## src/rtl/uart_rx.sv

```systemverilog
// rtl/uart_rx.sv - 9-bit UART receiver with 16x oversampling and ready/read handshake
// Frame: start(0), 9 data bits LSB first, stop(1); line idles high.
module uart_rx #(
   parameter int CLK_HZ      = 25_000_000,
   parameter int BAUD_RATE   = 9600,
   parameter int SAMPLE_RATE = 16
) (
   input  logic       clock,
   input  logic       reset,
   input  logic       rx,
   input  logic       read,
   output logic [8:0] data,
   output logic       data_ready,
   output logic       framing_error,
   output logic       overrun_error,
   output logic       busy
);

   localparam int DIVISOR = CLK_HZ / (BAUD_RATE * SAMPLE_RATE);
   localparam int DIV_W   = (DIVISOR > 1) ? $clog2(DIVISOR) : 1;
   localparam logic [DIV_W-1:0] DIV_LAST = DIV_W'(DIVISOR - 1);

   localparam logic [1:0] ST_IDLE  = 2'd0;
   localparam logic [1:0] ST_START = 2'd1;
   localparam logic [1:0] ST_DATA  = 2'd2;
   localparam logic [1:0] ST_STOP  = 2'd3;

   logic             sync1_q, sync2_q;
   logic [1:0]       state_q, state_d;
   logic [DIV_W-1:0] div_q, div_d;
   logic [3:0]       sample_q, sample_d;
   logic [3:0]       bit_q, bit_d;
   logic [8:0]       shift_q, shift_d;
   logic [8:0]       data_q, data_d;
   logic             ready_q, ready_d;
   logic             ferr_q, ferr_d;
   logic             oerr_q, oerr_d;
   logic             rx_s;
   logic             tick;

   assign rx_s = sync2_q;
   assign tick = (div_q == DIV_LAST);

   always_comb begin
      state_d  = state_q;
      div_d    = '0;
      sample_d = sample_q;
      bit_d    = bit_q;
      shift_d  = shift_q;
      data_d   = data_q;
      ready_d  = ready_q & ~read;
      ferr_d   = 1'b0;
      oerr_d   = 1'b0;

      if (state_q != ST_IDLE) begin
         div_d = tick ? '0 : div_q + DIV_W'(1);
         if (tick) begin
            sample_d = sample_q + 4'd1;
         end
      end

      case (state_q)
         ST_IDLE: begin
            sample_d = 4'd0;
            if (!rx_s) begin
               state_d = ST_START;
            end
         end
         ST_START: begin
            if (tick && sample_q == 4'd7) begin
               sample_d = 4'd0;
               if (!rx_s) begin
                  state_d = ST_DATA;
                  bit_d   = 4'd0;
               end else begin
                  state_d = ST_IDLE;
               end
            end
         end
         ST_DATA: begin
            if (tick && sample_q == 4'd15) begin
               shift_d  = {rx_s, shift_q[8:1]};
               bit_d    = bit_q + 4'd1;
               sample_d = 4'd0;
               if (bit_q == 4'd8) begin
                  state_d = ST_STOP;
               end
            end
         end
         default: begin
            // Leave at mid stop bit so the next start edge is caught promptly.
            if (tick && sample_q == 4'd15) begin
               state_d  = ST_IDLE;
               sample_d = 4'd0;
               if (rx_s) begin
                  data_d  = shift_q;
                  ready_d = 1'b1;
                  oerr_d  = ready_q & ~read;
               end else begin
                  ferr_d = 1'b1;
               end
            end
         end
      endcase
   end

   always_ff @(posedge clock) begin
      if (reset) begin
         sync1_q  <= 1'b1;
         sync2_q  <= 1'b1;
         state_q  <= ST_IDLE;
         div_q    <= '0;
         sample_q <= 4'd0;
         bit_q    <= 4'd0;
         shift_q  <= 9'd0;
         data_q   <= 9'd0;
         ready_q  <= 1'b0;
         ferr_q   <= 1'b0;
         oerr_q   <= 1'b0;
      end else begin
         sync1_q  <= rx;
         sync2_q  <= sync1_q;
         state_q  <= state_d;
         div_q    <= div_d;
         sample_q <= sample_d;
         bit_q    <= bit_d;
         shift_q  <= shift_d;
         data_q   <= data_d;
         ready_q  <= ready_d;
         ferr_q   <= ferr_d;
         oerr_q   <= oerr_d;
      end
   end

   assign data          = data_q;
   assign data_ready    = ready_q;
   assign framing_error = ferr_q;
   assign overrun_error = oerr_q;
   assign busy          = (state_q != ST_IDLE);

endmodule

```

## config.mk

```make
export PLATFORM = sky130hd
export DESIGN_NAME = uart_rx
export DESIGN_NICKNAME = d
export VERILOG_FILES = /design/src/rtl/uart_rx.sv
export SDC_FILE = /design/constraint.sdc
export NUM_CORES = 1
export LEC_CHECK = 0
export ABC_CLOCK_PERIOD_IN_PS = 2350
export CAP_MARGIN = 20
export CORE_MARGIN = 2
export CORE_UTILIZATION = 34
export CTS_CLUSTER_DIAMETER = 120
export DETAILED_ROUTE_END_ITERATION = 6
export RECOVER_POWER = 50
export SYNTH_ARGS = -nofsm -noshare
export SYNTH_HDL_FRONTEND = slang
export SYNTH_SLANG_ARGS = --single-unit
```

## constraint.sdc

```tcl
create_clock -name clock -period 2.35 [get_ports clock]
set_input_delay 0.47 -clock clock [delete_from_list [all_inputs] [get_ports clock]]
set_output_delay 0.47 -clock clock [all_outputs]
set_load 0.01 [all_outputs]
```

Word level (Yosys, flattened, before mapping)
Cells that the tools add are included.
{"block": "classes", "n_bitwise": 6, "n_eq_ne": 11, "reduce_logical": 14, "n_mux": 20, "addsub": 3}
{"operator": "$mux W4", "count": 7}
{"operator": "$pmux W4 S2", "count": 2}
{"operator": "$mux W2", "count": 6}
{"operator": "$ne A2 B2 Y1 const B", "count": 5}
{"operator": "$add A4 B1 Y4 const B", "count": 2}
{"operator": "$add A8 B1 Y8 const B", "count": 1}
{"operator": "$eq A4 B4 Y1 const B", "count": 2}
{"operator": "$eq A8 B8 Y1 const B", "count": 1}
{"operator": "$pmux W2 S3", "count": 1}
{"operator": "$reduce_or A3 Y1", "count": 2}
{"operator": "$reduce_or A6 Y1", "count": 1}
{"operator": "$not A1 Y1", "count": 5}
{"operator": "$reduce_and A5 Y1", "count": 1}
{"operator": "$reduce_or A5 Y1", "count": 1}
{"operator": "$eq A4 B3 Y1 const B", "count": 1}
{"operator": "$mux W1", "count": 4}
{"operator": "$reduce_and A4 Y1", "count": 1}
{"operator": "$reduce_bool A2 Y1", "count": 2}
{"operator": "$reduce_and A3 Y1", "count": 1}
{"operator": "$reduce_bool A3 Y1", "count": 1}
{"operator": "$eq A2 B1 Y1 const B", "count": 1}
{"operator": "$eq A2 B2 Y1 const B", "count": 1}
{"operator": "$logic_and A1 B1 Y1", "count": 2}
{"operator": "$logic_not A2 Y1", "count": 1}
{"operator": "other kinds (2)", "count": 2}
{"block": "word_totals", "out_inout_bits": 13, "word_cells": 65, "reg_bits": 41}

Logic depth before layout (Yosys ltp)
Gate-level depths: netlist of the first run.
{"block": "logic_depth", "ltp_word": 5, "mapped_depth": 9, "ltp_nobuf": 7}

Worst setup path before layout of the first run
Ideal clock, no wire load.
{"block": "synth_timing", "kind": "flip-flop to flip-flop", "start": "reg state_q[1]", "end": "reg state_q[1]", "arrival_ns": 1.766, "stages_incl_launch_ff": 8, "n_path_buf": 0, "slack_ns": 0.467, "synth_period_minus_slack_ns": 1.883, "setup_time_ns": 0.117, "path_cell_list": "dfxtp_1 inv_1 ha_1 nand4b_1 a211o_1 a211oi_2 nand2_1 a32o_1"}
{"block": "synth_via", "elab_chain_len": 3, "elab_cells_between_ends": 10}
{"element": "start: declaration", "line_no": "29", "source": "logic [1:0] state_q, state_d;"}
{"element": "start signal: assignment", "line_no": "123", "source": "state_q <= state_d;"}
{"element": "$eq A2 B2 Y1 (tied with other cells)", "line_no": "62", "source": "case (state_q)"}
{"element": "$ne A2 B2 Y1 (no line) or $reduce_bool A3 Y1 (tied branches)"}
{"element": "$reduce_and A5 Y1 (no line)"}
Parallel ways exist; a longest one is shown, timed or not.
A chain may end at the register's enable or synchronous reset.

Worst setup path after layout of the first run
{"block": "layout_timing", "start": "reg state_q[0]", "end": "out busy"}
{"block": "layout_via", "elab_chain_len": 1}
{"element": "$reduce_bool A2 Y1", "line_no": "139", "source": "assign busy = (state_q != ST_IDLE);"}
{"element": "end: declaration", "line_no": "16", "source": "output logic busy"}
Every way passes these cells.

==> flow_metrics.env, run 1 <==
export IMPL_status="completed"
export IMPL_final_common_cell="dfxtp_1"
export IMPL_synth_seq_cells=41
export IMPL_route_met3_wl_um=105
export IMPL_initialDrtViolationCount=41
export IMPL_die_y_um=75.9
export IMPL_synth_edff_count=0
export IMPL_clockRootBuffer="clkbuf_8"
export IMPL_hold_path_class="reg -> reg"
export IMPL_yosys_area_share_simple_pct=24.1
export IMPL_grt_overflow_total=0
export IMPL_pwr_share_clk_pct=40.6
export IMPL_hold_worst_slack_ps=412
export IMPL_critPathRequiredTime_ps=1880
export IMPL_htree_levels=2
export IMPL_synthMuxAreaShare_pct=6.84
export IMPL_yosysSeqAreaShare_pct=46.8
export IMPL_core_area_mm2=0.00504
export IMPL_cts_sinks=41
export IMPL_worstPathMaxFanout=5
export IMPL_post_route_period_util_pct=94.5
export IMPL_ant_nets=0
export IMPL_syn_inst=190
export IMPL_antenna_found_initial=0
export IMPL_synth_compound_area_share_pct=5.77
export IMPL_totalWireLength_mm=3.11
export IMPL_fill_cells=506
export IMPL_clockBufferDepth=2
export IMPL_crit_path_cell_trace="inv_1 > ha_1 > inv_1 > clkdlybuf4s50_1"
export IMPL_power_density_mw_per_mm2=690
export IMPL_reg2reg_setup_slack_ps=290
export IMPL_cp_slowest_stage_delay_ps=540
export IMPL_cp_endpoint="busy"
export IMPL_worstMarginPinSlew_ps=537
export IMPL_numPortBuffers=16
export IMPL_period_needed_ps=2220
export IMPL_crit_reg2reg_launch="state_q[1]"
export IMPL_drv_cap=0
export IMPL_synth_area_leader_cell="dfxtp_1"
export IMPL_syn_area_mm2=0.00176
export IMPL_synth_top_family_by_area="simple AND/OR/NAND/NOR gates"
export IMPL_top_layer_used="met4"
export IMPL_fin_skew_ps=11.9
export IMPL_total_power_uw=1450
export IMPL_routedLengthMet1_mm=1.54
export IMPL_clk_latency_ps=300
export IMPL_setup_tns_ps=0
export IMPL_wl_per_cell_um=11.1
export IMPL_max_slew_margin_pct=63.9
export IMPL_drt_first_pass_iters=4
export IMPL_die_w_um=75.9
export IMPL_startpoint="state_q[0]"
export IMPL_cts_hold_buf=0
export IMPL_fp_row_count=26
export IMPL_synth_xor_area_share_pct=5.99
export IMPL_synth_cell_types=34
export IMPL_synth_top_area_share_pct=46.8
export IMPL_dieArea_mm2=0.00575
export IMPL_startpoint_type="flop"
export IMPL_grt_start_max_net_pins=20
export IMPL_power_frac_comb_pct=10.1
export IMPL_cts_setup_buffers=0
export IMPL_rsz0062_at_grt="no"
export IMPL_dp_hpwl_mm=2.21
export IMPL_layout_nets=223
export IMPL_peakVddDrop_uv=303
export IMPL_setup_violations=0
export IMPL_cpMostUsedCell="inv_1"
export IMPL_grt_pass1_vias=1250
export IMPL_numCtsBuffers=5
export IMPL_multi_input_area_um2=862
export IMPL_synth_fp_nets=203
export IMPL_crit_arrival_ps=1750
export IMPL_cts_tree="yes"
export IMPL_mostFrequentLayoutCells="dfxtp_1 (41), nor2_1 (28), nand2_1 (15)"
export IMPL_wl_met2_mm=1.40
export IMPL_pin_count=17
export IMPL_diodes=0
export IMPL_grt_pass1_wl_mm=5.40
export IMPL_finalHoldViolCount=0
export IMPL_rr_endpoint="state_q[1]"
export IMPL_initial_core_util_pct=34.8
export IMPL_cts_repair_resized=0
export IMPL_swShare_pct=23.5
export IMPL_track_usage_pct=12.5
export IMPL_criticalPathCategory="reg -> out"
export IMPL_drc=0
export IMPL_clk_pin_slew_worst_paths_ps=70
export IMPL_regArea_um2=821
export IMPL_power_leakage_uw=0.000782
export IMPL_slew_violations=0
export IMPL_ys_dominant_reg_cell="dfxtp_1"
export IMPL_fmax_ghz=0.450
export IMPL_routabilityCongestion=0.749
export IMPL_cp_end_kind="primary output"
export IMPL_ys_top_cells_by_area="dfxtp_1 (47%), mux2i_1 (6.8%), ha_1 (6.4%)"
export IMPL_yosys_area_share_adder_pct=6.41
export IMPL_r2r_cells=7
export IMPL_area_growth_syn_to_layout_pct=20.0
export IMPL_ys_warn_count=0
export IMPL_ys_async_sr_fraction_pct=0
export IMPL_power_frac_seq_pct=49.3
export IMPL_syn_avg_cell_area_um2=9.24
export IMPL_power_switching_uw=342
export IMPL_via_per_inst=4.68
export IMPL_via_count=1314
export IMPL_cp_slowest_cell="clkdlybuf4s50_1"
export IMPL_intPower_uw=1110
export IMPL_drive_gt1_share_pct=7.58
## cells in the mapped netlist, types with 3 or more instances
library cell  instances
dfxtp_1              41
nor2_1               28
nand2_1              15
nand3_1              14
mux2i_1              12
a21oi_1              11
ha_1                  9
inv_1                 9
xnor2_1               6
xor2_1                6
and3_1                4
clkbuf_1              4
nor3_1                3
or2_2                 3
## final cells by class
class                      count  area share (%)
clock buffer                   7            4.10
clock inverter                 1            1.43
inverter                       9            1.60
multi-input combinational    133            40.9
sequential                    41            39.0
tap                           70            4.16
timing repair buffer          20            8.85
## logic make-up after synthesis
| group | after synthesis |
|---|---|
| AND/OR/NAND/NOR | 84 |
| multiplexers | 12 |
| buffers and inverters | 16 |
| adder cells (fa/ha/maj) | 9 |
| AO/OA/AOI/OAI | 16 |
| flip-flops | 41 |
| XOR/XNOR | 12 |
## power groups by stage
stage | sequential, uW | clock [uW] | combinational, uW
6_report | 718 | 590 | 147
5_1_grt | 720 | 630 | 162
4_1_cts | 718 | 603 | 148
3_5_place_dp | 734 | 0 | 147
3_3_place_gp | 734 | 0 | 149
2_1_floorplan | 731 | 0 | 105
## critical path, delay by kind of cell (launching register included)
| family | cells | cell delay, ps |
|---|---|---|
| buf+inv | 3 | 760 |
| fa+ha+maj | 1 | 280 |
| flops | 1 | 420 |
## flip-flops by register name (all words and copies together), names as in the netlist
signal	flops
sync1_q	1
data	9
framing_error	1
state_q	2
div_q	8
shift_q	9
data_ready	1
bit_q	4
sample_q	4
overrun_error	1
rx_s	1
## per-stage QoR
stage               instance area (um2)  cells  utilization (%)  setup WS, ps
CTS                                2110    281             41.9           111
detailed placement                 1990    273             39.6           323
floorplan                          1760    190                -           467
global route                       2110    281             41.8          68.8
global placement                   1990    273             39.6           357
finish                             2110    281             41.8           128
## worst min path at each step
stage,slack [ps],cells past startpoint,endpoint,startpoint
CTS,420,1,rx_s,sync1_q
detailed placement,400,1,rx_s,sync1_q
global route,430,1,rx_s,sync1_q
global placement,400,1,rx_s,sync1_q
floorplan,390,1,rx_s,sync1_q
finish,410,1,rx_s,sync1_q
## routing by layer
layer / track usage [%] / up-vias
met5: 0 / -
met4: 7.60 / 0
met3: 3.57 / 7
met2: 19.5 / 18
met1: 15.1 / 607
li1: - / 682
Power figures use the tool's default switching activity.
==> run 2: changes to the inputs <==
ABC_CLOCK_PERIOD_IN_PS = 1840   (was 2350)
SLEW_MARGIN = 10   (was unset)
clock period = 1.84 ns   (was 2.35 ns; I/O delays follow)
==> run 2 against run 1 <==
Against the previous run:
- critical endpoint is now state_q[1]
- via count up 2.4%
- sequential power up 28%
- largest cell class unchanged
- the flow now finishes with violations (negative setup slack)
- sequential share of layout area down 1.7 points
- clock power up 28%
- final cell count up 2.8%
- die area unchanged
- clock skew down 6.5 ps
==> flow_metrics.env, run 2 (synthesis results as in run 1) <==
export IMPL_fin_skew_ps=5.38
export IMPL_clk_latency_ps=290
export IMPL_cp_num_buf_inv=1
export IMPL_die_w_um=75.9
export IMPL_worstMarginPinSlew_ps=324
export IMPL_clockRootBuffer="clkbuf_8"
export IMPL_cts_setup_buffers=0
export IMPL_worst_slack_ps=-49.8
export IMPL_clockBufferDepth=2
export IMPL_finalHoldViolCount=0
export IMPL_via_count=1345
export IMPL_drt_first_pass_iters=4
export IMPL_fmax_ghz=0.529
export IMPL_setup_violations=2
export IMPL_ant_nets=0
export IMPL_hold_path_class="reg -> reg"
export IMPL_layout_nets=231
export IMPL_violations="negative setup slack"
export IMPL_initial_core_util_pct=34.8
export IMPL_startpoint_type="flop"
export IMPL_grt_start_max_net_pins=20
export IMPL_power_density_mw_per_mm2=859
export IMPL_power_leakage_uw=0.000797
export IMPL_clk_pin_slew_worst_paths_ps=80
export IMPL_die_y_um=75.9
export IMPL_numCtsBuffers=5
export IMPL_grt_overflow_total=0
export IMPL_antenna_found_initial=0
export IMPL_final_util_pct=43.9
export IMPL_post_route_period_util_pct=103
export IMPL_core_area_mm2=0.00504
export IMPL_mostFrequentLayoutCells="dfxtp_1 (38), nor2_1 (28), nand2_1 (15)"
export IMPL_numPortBuffers=16
export IMPL_grt_pass1_vias=1242
export IMPL_routabilityCongestion=0.846
export IMPL_initialDrtViolationCount=30
export IMPL_totalWireLength_mm=3.27
export IMPL_pin_count=17
export IMPL_cp_slowest_cell="or3b_4"
export IMPL_rsz0062_at_grt="yes"
export IMPL_drive_gt1_share_pct=15.1
export IMPL_via_per_inst=4.65
export IMPL_startpoint="div_q[1]"
export IMPL_critPathRequiredTime_ps=2020
export IMPL_drv_cap=0
export IMPL_area_growth_syn_to_layout_pct=26.2
export IMPL_htree_levels=2
export IMPL_criticalPathCategory="reg -> reg"
export IMPL_diodes=0
export IMPL_crit_arrival_ps=2070
export IMPL_drc=0
export IMPL_period_needed_ps=1890
export IMPL_min_from="sync1_q"
export IMPL_max_slew_margin_pct=78.2
export IMPL_final_common_cell="dfxtp_1"
export IMPL_dp_hpwl_mm=2.27
export IMPL_fp_row_count=26
export IMPL_crit_path_cell_trace="inv_2 > ha_4 > or3b_4 > a211o_1 > a211oi_4 > nand2_1 > a32o_1"
export IMPL_dieArea_mm2=0.00575
export IMPL_cp_end_kind="flop"
export IMPL_cts_tree="yes"
export IMPL_status="finished with violations"
export IMPL_track_usage_pct=12.3
export IMPL_critPathTopFamily="compound AO/OA/AOI/OAI gates"
export IMPL_fin_cells=289
export IMPL_crit_reg2reg_launch="div_q[1]"
export IMPL_placedCellCount=281
export IMPL_wl_per_cell_um=11.3
export IMPL_slew_violations=0
export IMPL_peakVddDrop_uv=516
export IMPL_cp_slowest_stage_delay_ps=370
export IMPL_grt_pass1_wl_mm=5.46
export IMPL_worstPathMaxFanout=3
export IMPL_hold_worst_slack_ps=414
export IMPL_cts_sinks=41
[run 2: per-layer routing]
layer	vias up	GRT usage, %	share of wire [%]	wire length [um]
met1	629	16.1	49	1620
met3	5	3.57	2.6	86
li1	699	-	-	-
met4	0	4.09	1.2	38
met5	-	0	0	0
met2	12	19.3	47	1520
[run 2: final cells by class]
class | count | area (um2)
timing repair buffer | 28 | 262
sequential | 41 | 825
tap | 70 | 87.6
inverter | 9 | 33.8
clock buffer | 6 | 82.6
multi-input combinational | 133 | 887
fill | 498 | 2830
clock inverter | 2 | 37.5
[run 2: power breakdown]
part / switching, uW / internal [uW]
Clock: 312 / 441
Sequential: 16.0 / 903
Combinational: 126 / 104
[run 2: final timing paths]
check / endpoint / slack (ps) / cells after the start
max: state_q[1] / -50 / 7
min: rx_s / 410 / 1
max reg2reg: state_q[1] / -50 / 7
min reg2reg: rx_s / 410 / 1
[run 2: what timing repair did]
action                     CTS  global route
hold buffers                 0             0
resized for setup            3             6
setup endpoints to repair    2            10
pin swaps                    0             4
[run 2: metrics by stage]
stage               setup TNS (ps)  area [um2]  power [uW]  setup slack (ps)
finish                       -76.9        2210        1900             -49.8
global route                  -300        2210        1980              -139
CTS                          -27.4        2190        1900             -27.4
detailed placement           -10.0        2070        1150             -10.0
global placement                 0        2070        1150              17.5
floorplan                        0        1760        1070              40.0
==> run 3: changes to the inputs <==
CORE_UTILIZATION = 50   (was 34)
PLACE_DENSITY = 0.74   (was unset)
==> run 3 against run 2 <==
Against the previous run:
- the flow still finishes with violations (negative setup slack)
- first-iteration DRC count increased to 2.9 times the previous value
- critical path depth is the same
- flip-flop and latch count is the same
- sequential share of layout area increased by 0.20 points
- largest power group unchanged
- highest routed layer unchanged
==> flow_metrics.env, run 3 (synthesis results as in run 1) <==
export IMPL_status="finished with violations"
export IMPL_violations="negative setup slack"
export IMPL_hold_path_class="reg -> reg"
export IMPL_clk_latency_ps=350
export IMPL_cts_tree="yes"
export IMPL_drv_cap=0
export IMPL_fill_cells=316
export IMPL_power_frac_comb_pct=12.8
export IMPL_placedCellCount=257
export IMPL_final_common_cell="dfxtp_1"
export IMPL_clk_pin_slew_worst_paths_ps=110
export IMPL_startpoint_type="flop"
export IMPL_final_util_pct=65.7
export IMPL_grt_pass1_vias=1349
export IMPL_cts_sinks=41
export IMPL_numPortBuffers=16
export IMPL_power_density_mw_per_mm2=848
export IMPL_drt_first_pass_iters=4
export IMPL_dieArea_mm2=0.00400
export IMPL_power_switching_uw=433
export IMPL_finalHoldViolCount=0
export IMPL_fp_row_count=21
export IMPL_layout_nets=234
export IMPL_clockBufferDepth=2
export IMPL_track_usage_pct=18.5
export IMPL_drive_gt1_share_pct=18.9
export IMPL_wl_per_cell_um=12.6
export IMPL_pwr_share_clk_pct=38.0
export IMPL_crit_arrival_ps=2100
export IMPL_period_needed_ps=1840
export IMPL_diodes=0
export IMPL_slew_violations=0
export IMPL_fin_skew_ps=7.30
export IMPL_htree_levels=2
export IMPL_totalWireLength_mm=3.38
export IMPL_intPower_uw=1440
export IMPL_initialDrtViolationCount=88
export IMPL_criticalPathCategory="reg -> reg"
export IMPL_routabilityCongestion=0.811
export IMPL_critPathRequiredTime_ps=2090
export IMPL_worstMarginPinSlew_ps=371
export IMPL_rsz0062_at_grt="yes"
export IMPL_grt_overflow_total=0
export IMPL_power_frac_seq_pct=49.3
export IMPL_clockRootBuffer="clkbuf_4"
export IMPL_peakVddDrop_uv=539
export IMPL_ant_nets=0
export IMPL_antenna_found_initial=0
export IMPL_via_count=1385
export IMPL_drc=0
export IMPL_pin_count=17
export IMPL_fmax_ghz=0.543
export IMPL_numCtsBuffers=5
export IMPL_via_per_inst=5.17
export IMPL_die_y_um=63.3
export IMPL_core_area_mm2=0.00336
export IMPL_initial_core_util_pct=52.2
export IMPL_max_slew_margin_pct=75.1
export IMPL_cp_end_kind="flop"
export IMPL_fin_cells=268
export IMPL_grt_start_max_net_pins=19
export IMPL_worstPathMaxFanout=3
export IMPL_mostFrequentLayoutCells="dfxtp_1 (38), nor2_1 (27), nand2_1 (15)"
export IMPL_area_growth_syn_to_layout_pct=25.9
export IMPL_grt_pass1_wl_mm=5.82
export IMPL_dp_hpwl_mm=2.51
export IMPL_post_route_period_util_pct=100
export IMPL_worst_slack_ps=-2.48
export IMPL_swShare_pct=23.1
export IMPL_setup_violations=1
export IMPL_power_leakage_uw=0.000806
export IMPL_die_w_um=63.3
[run 3: final cells by class]
type                            count  area [um2]  area share [%]
Multi-Input combinational cell    133         905            40.9
Sequential cell                    41         827            37.4
Timing Repair Buffer               31         284            12.9
Clock inverter                      3        65.1            2.94
Tap cell                           46        57.6            2.60
Clock buffer                        5        37.5            1.70
Inverter                            9        33.8            1.53
[run 3: worst max-delay path, cell delays in order, from the launching register on]
cell,delay (ps)
dfxtp_2,350
inv_2,60
ha_4,110
or3b_1,360
a211o_1,270
a211oi_2,290
nand2_1,100
a32o_1,220
[run 3: layer usage]
layer / vias to the layer above / track usage (%) / part of all wire, %
met2: 20 / 33.8 / 50
met3: 8 / 4.29 / 3.1
met5: - / 0 / 0
met1: 652 / 20.6 / 45
li1: 705 / - / -
met4: 0 / 7.34 / 1.9
[run 3: metrics by stage]
stage	setup slack [ps]	power, uW	cell area (um2)	hold slack [ps]	setup TNS [ps]
floorplan	40.0	1070	1760	389	0
global placement	15.8	1140	2040	391	0
detailed placement	-81.8	1150	2040	399	-107
CTS	-67.1	1880	2180	427	-115
global route	-71.4	1960	2210	450	-139
finish	-2.48	1870	2210	423	-2.48
[run 3: path summary, 6_finish.rpt]
check        startpoint  cells after the start         end  slack (ps)
min reg2reg     sync1_q                      1        rx_s         420
min             sync1_q                      1        rx_s         420
max reg2reg    div_q[1]                      7  state_q[1]          -2
max            div_q[1]                      7  state_q[1]          -2
[run 3: power groups by stage]
stage          sequential (uW)  clock (uW)  combinational, uW
6_report                   922         711                239
4_1_cts                    920         726                230
2_1_floorplan              933           0                135
3_5_place_dp               935           0                214
5_1_grt                    925         766                265
3_3_place_gp               934           0                208
[run 3: repair_timing]
action | 4_1_cts | 5_1_grt
setup endpoints to repair | 4 | 11
resized for setup | 7 | 8
pin swaps | 4 | 3
hold buffers | 0 | 0
buffers inserted | 3 | 0
gates cloned | 0 | 0
endpoints found under the hold margin | 0 | 0
